$ cat src/rtl/memory_island_pkg.sv
// Shared types and helpers for the memory-island bank arbiter.
package memory_island_pkg;

  // Which port owns the response returning from the bank next cycle.
  typedef enum logic [1:0] {
    SRC_NONE   = 2'd0,
    SRC_NARROW = 2'd1,
    SRC_WIDE   = 2'd2
  } src_e;

  // Width able to index/count n distinct values, never below one bit.
  function automatic int cnt_width(input int n);
    return (n <= 1) ? 1 : $clog2(n);
  endfunction

endpackage

$ cat src/rtl/memory_island_bank_arb_rr.sv
// Round-robin arbiter for the narrow requesters; pointer advances past each winner.
module memory_island_bank_arb_rr
  import memory_island_pkg::*;
#(
  parameter int NumReq = 2,
  parameter int IdxW   = cnt_width(NumReq)
) (
  input  logic              clk_i,
  input  logic              rst_i,
  input  logic [NumReq-1:0] req_i,
  input  logic              en_i,
  output logic [NumReq-1:0] gnt_o,
  output logic [IdxW-1:0]   idx_o,
  output logic              valid_o
);

  logic [IdxW-1:0] rr_q;

  // Scan from the pointer upward, wrapping, and take the first requester.
  always_comb begin
    int j;
    gnt_o   = '0;
    idx_o   = '0;
    valid_o = 1'b0;
    j       = 0;
    for (int off = 0; off < NumReq; off++) begin
      j = int'(rr_q) + off;
      if (j >= NumReq) j = j - NumReq;
      if (en_i && !valid_o && req_i[j]) begin
        valid_o  = 1'b1;
        gnt_o[j] = 1'b1;
        idx_o    = IdxW'(j);
      end
    end
  end

  always_ff @(posedge clk_i) begin
    if (rst_i) begin
      rr_q <= '0;
    end else if (valid_o) begin
      rr_q <= (idx_o == IdxW'(NumReq - 1)) ? '0 : idx_o + IdxW'(1);
    end
  end

endmodule

$ cat src/rtl/memory_island_bank_arb.sv
// Single SRAM bank shared by round-robin narrow ports and one wide port
// with a starvation override; responses return one cycle after the grant.
module memory_island_bank_arb
  import memory_island_pkg::*;
#(
  parameter int NumNarrow        = 2,
  parameter int BankAddrWidth    = 10,
  parameter int DataWidth        = 64,
  parameter int WidePriorityWait = 4,
  parameter int StrbWidth        = DataWidth / 8
) (
  input  logic                                   clk_i,
  input  logic                                   rst_i,
  input  logic [NumNarrow-1:0]                   narrow_req_i,
  output logic [NumNarrow-1:0]                   narrow_gnt_o,
  input  logic [NumNarrow-1:0][BankAddrWidth-1:0] narrow_addr_i,
  input  logic [NumNarrow-1:0]                   narrow_we_i,
  input  logic [NumNarrow-1:0][DataWidth-1:0]    narrow_wdata_i,
  input  logic [NumNarrow-1:0][StrbWidth-1:0]    narrow_strb_i,
  output logic [NumNarrow-1:0]                   narrow_rvalid_o,
  output logic [DataWidth-1:0]                   narrow_rdata_o,
  input  logic                                   wide_req_i,
  output logic                                   wide_gnt_o,
  input  logic [BankAddrWidth-1:0]               wide_addr_i,
  input  logic                                   wide_we_i,
  input  logic [DataWidth-1:0]                   wide_wdata_i,
  input  logic [StrbWidth-1:0]                   wide_strb_i,
  output logic                                   wide_rvalid_o,
  output logic [DataWidth-1:0]                   wide_rdata_o,
  output logic                                   bank_req_o,
  output logic                                   bank_we_o,
  output logic [BankAddrWidth-1:0]               bank_addr_o,
  output logic [DataWidth-1:0]                   bank_wdata_o,
  output logic [StrbWidth-1:0]                   bank_strb_o,
  input  logic [DataWidth-1:0]                   bank_rdata_i
);

  localparam int IdxW  = cnt_width(NumNarrow);
  localparam int WaitW = cnt_width(WidePriorityWait + 1);

  logic            override;
  logic            nar_valid;
  logic [IdxW-1:0] nar_idx;
  logic [NumNarrow-1:0] nar_gnt;
  src_e            resp_src_q;
  logic [IdxW-1:0] resp_idx_q;

  memory_island_bank_arb_rr #(
    .NumReq (NumNarrow),
    .IdxW   (IdxW)
  ) u_rr (
    .clk_i   (clk_i),
    .rst_i   (rst_i),
    .req_i   (narrow_req_i),
    .en_i    (!override),
    .gnt_o   (nar_gnt),
    .idx_o   (nar_idx),
    .valid_o (nar_valid)
  );

  assign narrow_gnt_o = nar_gnt;
  assign wide_gnt_o   = wide_req_i && (override || !(|narrow_req_i));
  assign bank_req_o   = wide_gnt_o || nar_valid;

  // Starvation counter; cleared when the wide port is served or withdraws.
  if (WidePriorityWait > 0) begin : g_wait
    logic [WaitW-1:0] wait_q;
    always_ff @(posedge clk_i) begin
      if (rst_i || wide_gnt_o || !wide_req_i) begin
        wait_q <= '0;
      end else if (wait_q != WaitW'(WidePriorityWait)) begin
        wait_q <= wait_q + WaitW'(1);
      end
    end
    assign override = wide_req_i && (wait_q == WaitW'(WidePriorityWait));
  end else begin : g_no_wait
    assign override = 1'b0;
  end

  always_comb begin
    bank_we_o    = narrow_we_i[nar_idx];
    bank_addr_o  = narrow_addr_i[nar_idx];
    bank_wdata_o = narrow_wdata_i[nar_idx];
    bank_strb_o  = narrow_strb_i[nar_idx];
    if (wide_gnt_o) begin
      bank_we_o    = wide_we_i;
      bank_addr_o  = wide_addr_i;
      bank_wdata_o = wide_wdata_i;
      bank_strb_o  = wide_strb_i;
    end
  end

  always_ff @(posedge clk_i) begin
    if (rst_i) begin
      resp_src_q <= SRC_NONE;
      resp_idx_q <= '0;
    end else begin
      resp_src_q <= wide_gnt_o ? SRC_WIDE : (nar_valid ? SRC_NARROW : SRC_NONE);
      resp_idx_q <= nar_idx;
    end
  end

  // rvalid is masked by reset so a response in flight when reset hits is dropped.
  always_comb begin
    narrow_rvalid_o = '0;
    for (int i = 0; i < NumNarrow; i++) begin
      if (!rst_i && resp_src_q == SRC_NARROW && resp_idx_q == IdxW'(i))
        narrow_rvalid_o[i] = 1'b1;
    end
  end

  assign wide_rvalid_o  = !rst_i && (resp_src_q == SRC_WIDE);
  assign narrow_rdata_o = bank_rdata_i;
  assign wide_rdata_o   = bank_rdata_i;

endmodule
$ cat config.mk
export PLATFORM = sky130hd
export DESIGN_NAME = memory_island_bank_arb
export DESIGN_NICKNAME = d
export VERILOG_FILES = /design/src/rtl/memory_island_pkg.sv /design/src/rtl/memory_island_bank_arb_rr.sv /design/src/rtl/memory_island_bank_arb.sv
export SDC_FILE = /design/constraint.sdc
export NUM_CORES = 1
export LEC_CHECK = 0
export BUFFER_PORTS_ARGS = -buffer_cell sky130_fd_sc_hd__buf_2
export CAP_MARGIN = 20
export CORE_AREA = 2 2 206 208
export CTS_BUF_LIST = sky130_fd_sc_hd__clkbuf_8 sky130_fd_sc_hd__clkbuf_16
export DETAILED_ROUTE_END_ITERATION = 16
export DIE_AREA = 0 0 208 210
export GPL_ROUTABILITY_DRIVEN = 1
export PLACE_DENSITY = 0.31
export SLEW_MARGIN = 20
export SYNTH_ARGS = -nofsm -noshare
export SYNTH_HDL_FRONTEND = slang
export SYNTH_SLANG_ARGS = --single-unit
export TNS_END_PERCENT = 5
$ cat constraint.sdc
create_clock -name clk_i -period 1.7 [get_ports clk_i]
set_input_delay 0.34 -clock clk_i [delete_from_list [all_inputs] [get_ports clk_i]]
set_output_delay 0.34 -clock clk_i [all_outputs]
set_load 0.005 [all_outputs]
==> metrics.txt, run 1 <==
die height 210 um; Multi-input gate area 2640 um^2; PD cells 326 nW/um^2; FF+latch area 144 um^2; IO Pins 536; I/O Buffers 343; R2R Setup Slk 290 ps; num rows 75; Final Hold Viols 0; fin crit share 126%; Worst-Skew Late Latency 230 ps; syn avg cell area 6.61 um^2; Clock transition at path regs 40 ps; FF+latch count, synth 7; TritonCTS Sinks 7; largest cells by area after synthesis buf_4 (26%), o31ai_1 (15%), a31oi_1 (13%); H-tree Lvls 1; Crit Reg-Reg Startpoint g_wait.wait_q[1]; critical-path maximum fanout 24; most frequent cells in the layout buf_2 (342), buf_4 (88), nand4_1 (83), a31oi_1 (81), nor3_1 (77); worst min path class primary input to flop; initial core utilization 9.30%; Synth Area in Compound Gates 31.8%; r2r endpoint u_rr.rr_q; Post-Layout Cell Count 1389; wire per inst 19.7 um; CP Capture Point bank_addr_o[8]; first-pass GRT wire length 37.3 mm; Leakage Power 2.91 nW; largest family of logic cells by synthesized area buffers and inverters; Crit. End Element output pin; most common cell after layout, fill and taps aside buf_2; Filler cells 4821; worst slew pin tran 397 ps; maxcap violations 0; final setup fails 86; CP Launch Point g_wait.wait_q[1]; Req. time, crit path 1360 ps; largest net degree at the start of global routing 42; Die Width 208 um; CTS Buffer Depth 2; Detailed Route WL 27.4 mm; antenna violations before repair 0; post-synthesis cell type count 32; XOR/XNOR Fraction of Synth Area 0%; number of synthesis warnings 0; fin worst setup slack -438 ps; CTS root buf clkbuf_16; Diodes inserted 0; f_max 468 MHz; Vias/cell 4.15; CTS buffer count 3; startpoint class of the critical path flop; Reg2Reg Depth 7; Synth Cell Area 3860 um^2; Total GRT Usage 11.2%; fin nets 1171; top cell type's share of synthesized area 26.3%; Worst Setup Path Type flop to output pin; number of remaining DRC errors 0; post-synthesis simple-gate area fraction 27.4%; register area share after synthesis 3.63%; number of global-route vias before repair 6077; routability cong. 0.781; Power Total 0.00219 W; Clock Skew 0.938 ps; initial DRC count 340; layout cells sized above 1 63.6%; proportion of synthesized area in mux cells 0.260%; Post-Synth Adder-Cell Area 0.649%; Yosys top cell by area buf_4; minimum clock period 2140 ps; Post-CTS Hold Buffers 0; die area 43700 um^2; Syn-to-layout area delta 74.4%; placed instance count 1375; failing checks setup timing; RSZ-0062 raised after global routing yes; drt first pass iters 5; dpl hpwl 20.8 mm; max-slew violation count 0; peak supply drop 0.199 mV; core region area 41500 um^2; status finished, violations left; GRT overflow 0; cell count after synthesis 583; Worst slew margin 73.6%; Critical Path AT 1800 ps; CTS tree yes; syn nets 903; Vias 5758; Placement Setup Slack -369 ps; ANT nets after route 0
cell families after synthesis:
group,count (synthesis)
AO/OA/AOI/OAI,171
adder cells (fa/ha/maj),2
buffers and inverters,216
flip-flops,7
multiplexers,1
AND/OR/NAND/NOR,186
stage by stage:
step | instance area [um^2] | TNS [ps] | hold WS, ps | util, %
global route | 6730 | -38180 | 380 | 16.2
finish | 6730 | -30320 | 379 | 16.2
detailed placement | 6070 | -15650 | 497 | 14.6
global placement | 6070 | -16560 | 494 | 14.6
CTS | 6460 | -32520 | 360 | 15.6
floorplan | 3870 | -121 | 410 | -
layer usage:
metal	vias to the layer above	wire length [um]	GRT usage [%]
met5	-	0	0.222
met4	0	1270	5.23
met3	88	1970	2.25
met2	310	13200	19.1
met1	2656	11000	13.4
li1	2704	-	-
synth_stat cells:
master     instances
buf_4            135
nor3_1            84
a31oi_1           83
nand4_1           83
o31ai_1           75
clkbuf_1          41
buf_2             27
o31ai_2            8
dfxtp_1            7
buf_6              6
inv_1              5
nand2_1            3
nor2_1             3
a21oi_1            2
ha_1               2
nand2b_1           2
nor3b_1            2
a2bb2oi_2          1
a311oi_1           1
and2_1             1
and2b_1            1
and3_1             1
and4_1             1
buf_1              1
clkbuf_4           1
mux2i_1            1
nand3_1            1
nor4_1             1
nor4b_1            1
nor4bb_1           1
o21ba_2            1
or3_1              1
layout make-up:
cell class	instances	area share, %
Sequential cell	7	2.14
Timing Repair Buffer	474	47.1
Clock buffer	3	1.12
Tap cell	539	10.0
Clock inverter	1	0.0558
Inverter	5	0.316
Multi-Input combinational cell	360	39.2
critical path, cell delays in order (launching register included):
cell	delay, ps
dfxtp_2	310
inv_2	60
ha_4	170
and3_4	280
buf_12	200
o31ai_1	90
a31oi_1	260
buf_2	180
worst min-delay path by stage:
stage / startpoint / endpoint / slack [ps] / cells past startpoint
2_1_floorplan: g_wait.wait_q[0] / g_wait.wait_q[0] / 410 / 1
3_3_place_gp: g_wait.wait_q[0] / g_wait.wait_q[0] / 490 / 2
3_5_place_dp: g_wait.wait_q[0] / g_wait.wait_q[0] / 500 / 2
4_1_cts: rst_i / resp_src_q[1] / 360 / 2
5_1_grt: rst_i / resp_src_q[1] / 380 / 2
6_report: rst_i / resp_src_q[1] / 380 / 2
repair_timing:
action | in CTS | in global routing
setup endpoints to repair | 87 | 87
endpoints found under the hold margin | 0 | 0
pin swaps | 32 | 17
gates cloned | 2 | 4
resized for setup | 49 | 32
buffers inserted | 2 | 2
sequential cells by signal, summed over array words and instances, names as in the netlist:
signal         count
u_rr.rr_q          1
resp_src_q         2
resp_idx_q         1
g_wait.wait_q      3
where the power goes:
| group | switching (W) | internal, W |
|---|---|---|
| Sequential | 0.00000438 | 0.000173 |
| Combinational | 0.000800 | 0.000828 |
| Clock | 0.0000821 | 0.000305 |
Note: power is estimated with default switching activity, not from simulation.
==> run 2, diff against run 1 <==
BUFFER_PORTS_ARGS = not set   (was -buffer_cell sky130_fd_sc_hd__buf_2)
CORE_AREA = 2 2 210 212   (was 2 2 206 208)
DIE_AREA = 0 0 212 214   (was 0 0 208 210)
DONT_BUFFER_PORTS = 1   (was not set)
PLACE_DENSITY = 0.3   (was 0.31)
==> metrics.txt, run 2 (same netlist as run 1, synthesis figures left out) <==
fin worst setup slack -382 ps (was -438 ps); Total GRT Usage 8.34% (was 11.2%); Critical Path AT 1740 ps (was 1800 ps); TritonCTS Sinks 7 (unchanged); die height 214 um (was 210 um); peak supply drop 0.452 mV (was 0.199 mV); worst slew pin tran 406 ps (was 397 ps); Final Hold Viols 0 (unchanged); minimum clock period 2080 ps (was 2140 ps); Detailed Route WL 21.3 mm (was 27.4 mm); Req. time, crit path 1360 ps (about the same); die area 45400 um^2 (was 43700 um^2); biggest regs g_wait.wait_q x3, resp_src_q x2 (unchanged); failing checks setup timing (unchanged); slowest cell delay on critical path 310 ps (about the same); Leakage Power 1.15 nW (was 2.91 nW); GRT overflow 0 (unchanged); ANT nets after route 0 (unchanged); H-tree Lvls 1 (unchanged); first-pass GRT wire length 28.7 mm (was 37.3 mm); design area 4270 um^2 (was 6730 um^2); PD cells 348 nW/um^2 (was 326 nW/um^2); CTS buffer count 3 (unchanged); worst min path class primary input to flop (unchanged); most frequent cells in the layout nand4_1 (83), nor3_1 (79), a31oi_1 (77), o31ai_1 (68), buf_4 (26) (was buf_2 (342), buf_4 (88), nand4_1 (83), a31oi_1 (81), nor3_1 (77)); met1 usage 9.43% (was 13.4%); initial core utilization 8.99% (was 9.30%); met3 GRT Util 1.86% (was 2.25%); critical-path maximum fanout 40 (was 24); Worst Setup Path Type flop to output pin (unchanged); Clock transition at path regs 40 ps (about the same); Placed Area 3880 um^2 (was 6070 um^2); Crit. End Element output pin (unchanged); max-slew violation count 0 (unchanged); Clock Skew 0.289 ps (was 0.938 ps); Diodes inserted 0 (unchanged); GRT busiest layer met2 (unchanged); Die Width 212 um (was 208 um); Syn-to-layout area delta 10.6% (was 74.4%); core region area 42900 um^2 (was 41500 um^2); Vias 4300 (was 5758); I/O Buffers 0 (was 343); max reg flops 3 (unchanged); met2 usage 14.9% (was 19.1%); CP top delay family compound AO/OA/AOI/OAI gates (was buffers and inverters); Core Util, Final 9.95% (was 16.2%); layout cells sized above 1 23.4% (was 63.6%); fin nets 756 (was 1171); fin crit share 122% (was 126%); routability cong. 0.728 (was 0.781); Worst slew margin 72.9% (was 73.6%); f_max 480 MHz (was 468 MHz); critical path, cell by cell inv_2 -> ha_4 -> and3_4 -> buf_16 -> o31ai_1 -> a31oi_1 (was inv_2 -> ha_4 -> and3_4 -> buf_12 -> o31ai_1 -> a31oi_1 -> buf_2); IO Pins 536 (unchanged); CTS root buf clkbuf_16 (unchanged); initial DRC count 423 (was 340); dpl hpwl 16.1 mm (was 20.8 mm); num rows 76 (was 75); maxcap violations 0 (unchanged); Crit-path slowest cell dfxtp_2 (unchanged); status finished, violations left (unchanged); final setup fails 85 (was 86); Top reg by flops g_wait.wait_q (unchanged); startpoint class of the critical path flop (unchanged); hold slack final 181 ps (was 379 ps); CTS Buffer Depth 2 (unchanged); wire per inst 20.9 um (was 19.7 um); CTS tree yes (unchanged); most common cell after layout, fill and taps aside nand4_1 (was buf_2); RSZ-0062 raised after global routing yes (unchanged); placed instance count 1006 (was 1375); number of global-route vias before repair 4217 (was 6077); number of remaining DRC errors 0 (unchanged); Worst-Skew Late Latency 230 ps (about the same); Post-Layout Cell Count 1020 (was 1389); Vias/cell 4.22 (was 4.15); drt first pass iters 5 (unchanged); largest net degree at the start of global routing 90 (was 42); Bufs and invs on worst path 2 (was 3); antenna violations before repair 0 (unchanged)
## run 2: cell count changes in the layout (fill, tap and decap cells not counted), moves of 2 or more
| cell | previous run | this run |
|---|---|---|
| a31oi_2 | 2 | 5 |
| buf_12 | 22 | 20 |
| buf_2 | 342 | 0 |
| o31ai_1 | 46 | 68 |
| nor3_1 | 77 | 79 |
| o31ai_4 | 7 | 1 |
| nor3_2 | 7 | 4 |
| buf_6 | 14 | 8 |
| o31ai_2 | 30 | 14 |
| buf_4 | 88 | 26 |
| a31oi_1 | 81 | 77 |
| clkbuf_16 | 7 | 4 |
## run 2: layout make-up
type	count	area, um^2
flip-flops and latches	7	143
inverters	5	21.3
repair buffers	59	796
multi-input cells	360	2500
clock buffers	3	75.1
clock inverters	1	3.75
fillers	4990	38600
well taps	585	732
## run 2: power breakdown
part,total [W],switching [W],internal (W)
Sequential,0.000178,0.00000488,0.000173
Combinational,0.000910,0.000532,0.000378
Clock,0.000397,0.0000911,0.000306
## run 2: final timing paths
kind,startpoint,to,slack [ps],cells past startpoint
setup reg to reg,g_wait.wait_q[0],resp_src_q[1],310,7
hold reg to reg,g_wait.wait_q[0],g_wait.wait_q[0],510,2
setup / recovery,g_wait.wait_q[0],bank_wdata_o[35],-380,6
hold / removal,rst_i,u_rr.rr_q,180,1
## run 2: through the flow
| step | TNS (ps) | power, W | worst slack, ps |
|---|---|---|---|
| finish | -24350 | 0.00149 | -382 |
| global route | -29490 | 0.00157 | -421 |
| CTS | -24280 | 0.00147 | -378 |
| detailed placement | -8900 | 0.00102 | -207 |
| global placement | -9190 | 0.00102 | -222 |
| floorplan | -121 | 0.00101 | -17.3 |
## run 2: repair_timing
action | in CTS | in global routing
setup endpoints to repair | 85 | 86
gates resized for setup | 27 | 11
buffers inserted | 8 | 1
gates cloned | 0 | 1
pin swaps | 31 | 14
hold buffers | 0 | 0
## run 2: per-layer routing
layer / share of wire (%) / vias to the layer above
met1: 37 / 2037
met2: 50 / 346
met5: 0.24 / -
met3: 9.0 / 60
met4: 3.8 / 2
li1: - / 1855
## run 2: worst reg2reg max path: cells and delay by family (launching register included)
kind	cells	cell delay (ps)
AOI/OAI and AO/OA	1	220
adders and majority gates	1	180
buffers and inverters	3	330
DFF	1	320
and+or+nand+nor	2	230
==> run 3, diff against run 2 <==
clock period = 1.65 ns   (was 1.7 ns; I/O delays follow)
==> metrics.txt, run 3 (same netlist as run 1, synthesis figures left out) <==
status finished, violations left (unchanged); failing checks setup timing (unchanged); critical path, cell by cell inv_2 -> ha_4 -> buf_6 -> nand3_4 -> buf_12 -> nand4_1 -> a31oi_2 -> buf_4 (was inv_2 -> ha_4 -> and3_4 -> buf_16 -> o31ai_1 -> a31oi_1); Diodes inserted 0 (unchanged); H-tree Lvls 1 (unchanged); number of remaining DRC errors 0 (unchanged); Clock transition at path regs 40 ps (about the same); Hold Path Origin rst_i (unchanged); die height 214 um (unchanged); Worst Hold Path Cells 1 (unchanged); CTS tree yes (unchanged); biggest regs g_wait.wait_q x3, resp_src_q x2 (unchanged); initial DRC count 433 (was 423); Worst slew margin 69.2% (was 72.9%); Leakage Power 1.36 nW (was 1.15 nW); R2R Setup Slk 200 ps (was 310 ps); die area 45400 um^2 (unchanged); setup TNS -28370 ps (was -24350 ps); ANT nets after route 0 (unchanged); I/O Buffers 0 (unchanged); Crit. End Element output pin (unchanged); IO Pins 536 (unchanged); most frequent cells in the layout nand4_1 (83), nor3_1 (77), a31oi_1 (62), o31ai_1 (37), o31ai_2 (36) (was nand4_1 (83), nor3_1 (79), a31oi_1 (77), o31ai_1 (68), buf_4 (26)); dpl hpwl 15.8 mm (was 16.1 mm); r2r endpoint resp_src_q[1] (unchanged); Post-Layout Cell Count 1043 (was 1020); placed instance count 1012 (was 1006); antenna violations before repair 2 (was 0); CTS root buf clkbuf_16 (unchanged); PD cells 337 nW/um^2 (was 348 nW/um^2); Top reg by flops g_wait.wait_q (unchanged); drt first pass iters 5 (unchanged); Clock Skew 0.251 ps (was 0.289 ps); Vias/cell 4.38 (was 4.22); RSZ-0062 raised after global routing yes (unchanged); Reg2Reg Depth 7 (unchanged); Total GRT Usage 8.68% (was 8.34%); f_max 481 MHz; Syn-to-layout area delta 28.7% (was 10.6%); final setup fails 86 (was 85); Crit Reg-Reg Startpoint g_wait.wait_q[0] (unchanged); CTS buffer count 3 (unchanged); wire per inst 22.5 um (was 20.9 um); fin crit share 126%; Die Width 212 um (unchanged); Critical Path AT 1750 ps (was 1740 ps); Final Hold Viols 0 (unchanged); critical-path maximum fanout 7 (was 40); fin nets 779 (was 756); max reg flops 3 (unchanged); Worst-Skew Late Latency 230 ps (about the same); routability cong. 0.720 (was 0.728); most common cell after layout, fill and taps aside nand4_1 (unchanged); design area 4960 um^2 (was 4270 um^2); number of global-route vias before repair 4281 (was 4217); slowest cell delay on critical path 320 ps (was 310 ps); Vias 4565 (was 4300); minimum clock period 2080 ps; num rows 76 (unchanged); GRT overflow 0 (unchanged); Crit-path slowest cell dfxtp_2 (unchanged); Filler cells 4942 (was 4990); Detailed Route WL 23.4 mm (was 21.3 mm); hold slack final 170 ps (was 181 ps); layout cells sized above 1 38.0% (was 23.4%); max-slew violation count 0 (unchanged); peak supply drop 0.758 mV (was 0.452 mV); worst slew pin tran 459 ps (was 406 ps); Worst Setup Path Type flop to output pin (unchanged); initial core utilization 8.99% (unchanged); first-pass GRT wire length 29.7 mm (was 28.7 mm); Placed Area 3900 um^2 (was 3880 um^2); CTS Buffer Depth 2 (unchanged); worst min path class primary input to flop (unchanged); Core Util, Final 11.6% (was 9.95%); TritonCTS Sinks 7 (unchanged); Worst Hold End u_rr.rr_q (unchanged); fin worst setup slack -430 ps (was -382 ps); Req. time, crit path 1320 ps (was 1360 ps); core region area 42900 um^2 (unchanged); largest net degree at the start of global routing 90 (unchanged); maxcap violations 0 (unchanged); startpoint class of the critical path flop (unchanged)
==> run 3: stage by stage <==
step / setup WS, ps / total power, W
4_1_cts: -418 / 0.00157
2_1_floorplan: -34.1 / 0.00105
6_report: -430 / 0.00167
3_3_place_gp: -331 / 0.00106
5_1_grt: -461 / 0.00177
3_5_place_dp: -319 / 0.00106
==> run 3: worst max path at each step <==
stage,slack [ps],start,endpoint
2_1_floorplan,-30,g_wait.wait_q[0],bank_addr_o[0]
5_1_grt,-460,g_wait.wait_q[0],bank_wdata_o[1]
6_report,-430,g_wait.wait_q[0],bank_addr_o[8]
3_5_place_dp,-320,g_wait.wait_q[1],bank_wdata_o[1]
4_1_cts,-420,g_wait.wait_q[1],bank_wdata_o[1]
3_3_place_gp,-330,g_wait.wait_q[1],bank_wdata_o[1]
==> run 3: area by class of cell <==
| type | instances | area (um^2) | area share [%] |
|---|---|---|---|
| multi-input combinational | 360 | 2850 | 57.4 |
| timing repair buffer | 82 | 1140 | 22.9 |
| tap | 585 | 732 | 14.7 |
| sequential | 7 | 143 | 2.87 |
| clock buffer | 3 | 75.1 | 1.51 |
| inverter | 5 | 21.3 | 0.429 |
| clock inverter | 1 | 3.75 | 0.0756 |
==> run 3: what timing repair did <==
action,4_1_cts,5_1_grt
endpoints found under the setup margin,86,86
setup buffers,11,9
hold buffers,0,0
gates resized for setup,54,54
endpoints found under the hold margin,0,0
cloned,4,4
pin swaps,66,52
==> run 3: worst max-delay path, delay by kind of cell (launching register included) <==
family	cells	cell delay, ps
and+or+nand+nor	2	280
adders and majority gates	1	170
AOI/OAI and AO/OA	1	280
buffers and inverters	4	480
DFF	1	320
==> run 3: power by group <==
part	leakage (nW)	switching [W]	internal (W)
combinational	1.26	0.000612	0.000473
clock	0.0423	0.0000884	0.000315
sequential	0.0584	0.00000412	0.000178
==> run 3: layer usage <==
layer	global-route usage [%]	vias up	wire, um	part of all wire [%]
met1	10.7	2174	9120	39
li1	-	1914	-	-
met4	3.26	4	1000	4.3
met5	0	-	27	0.12
met2	14.2	395	10900	46
met3	2.61	78	2380	10
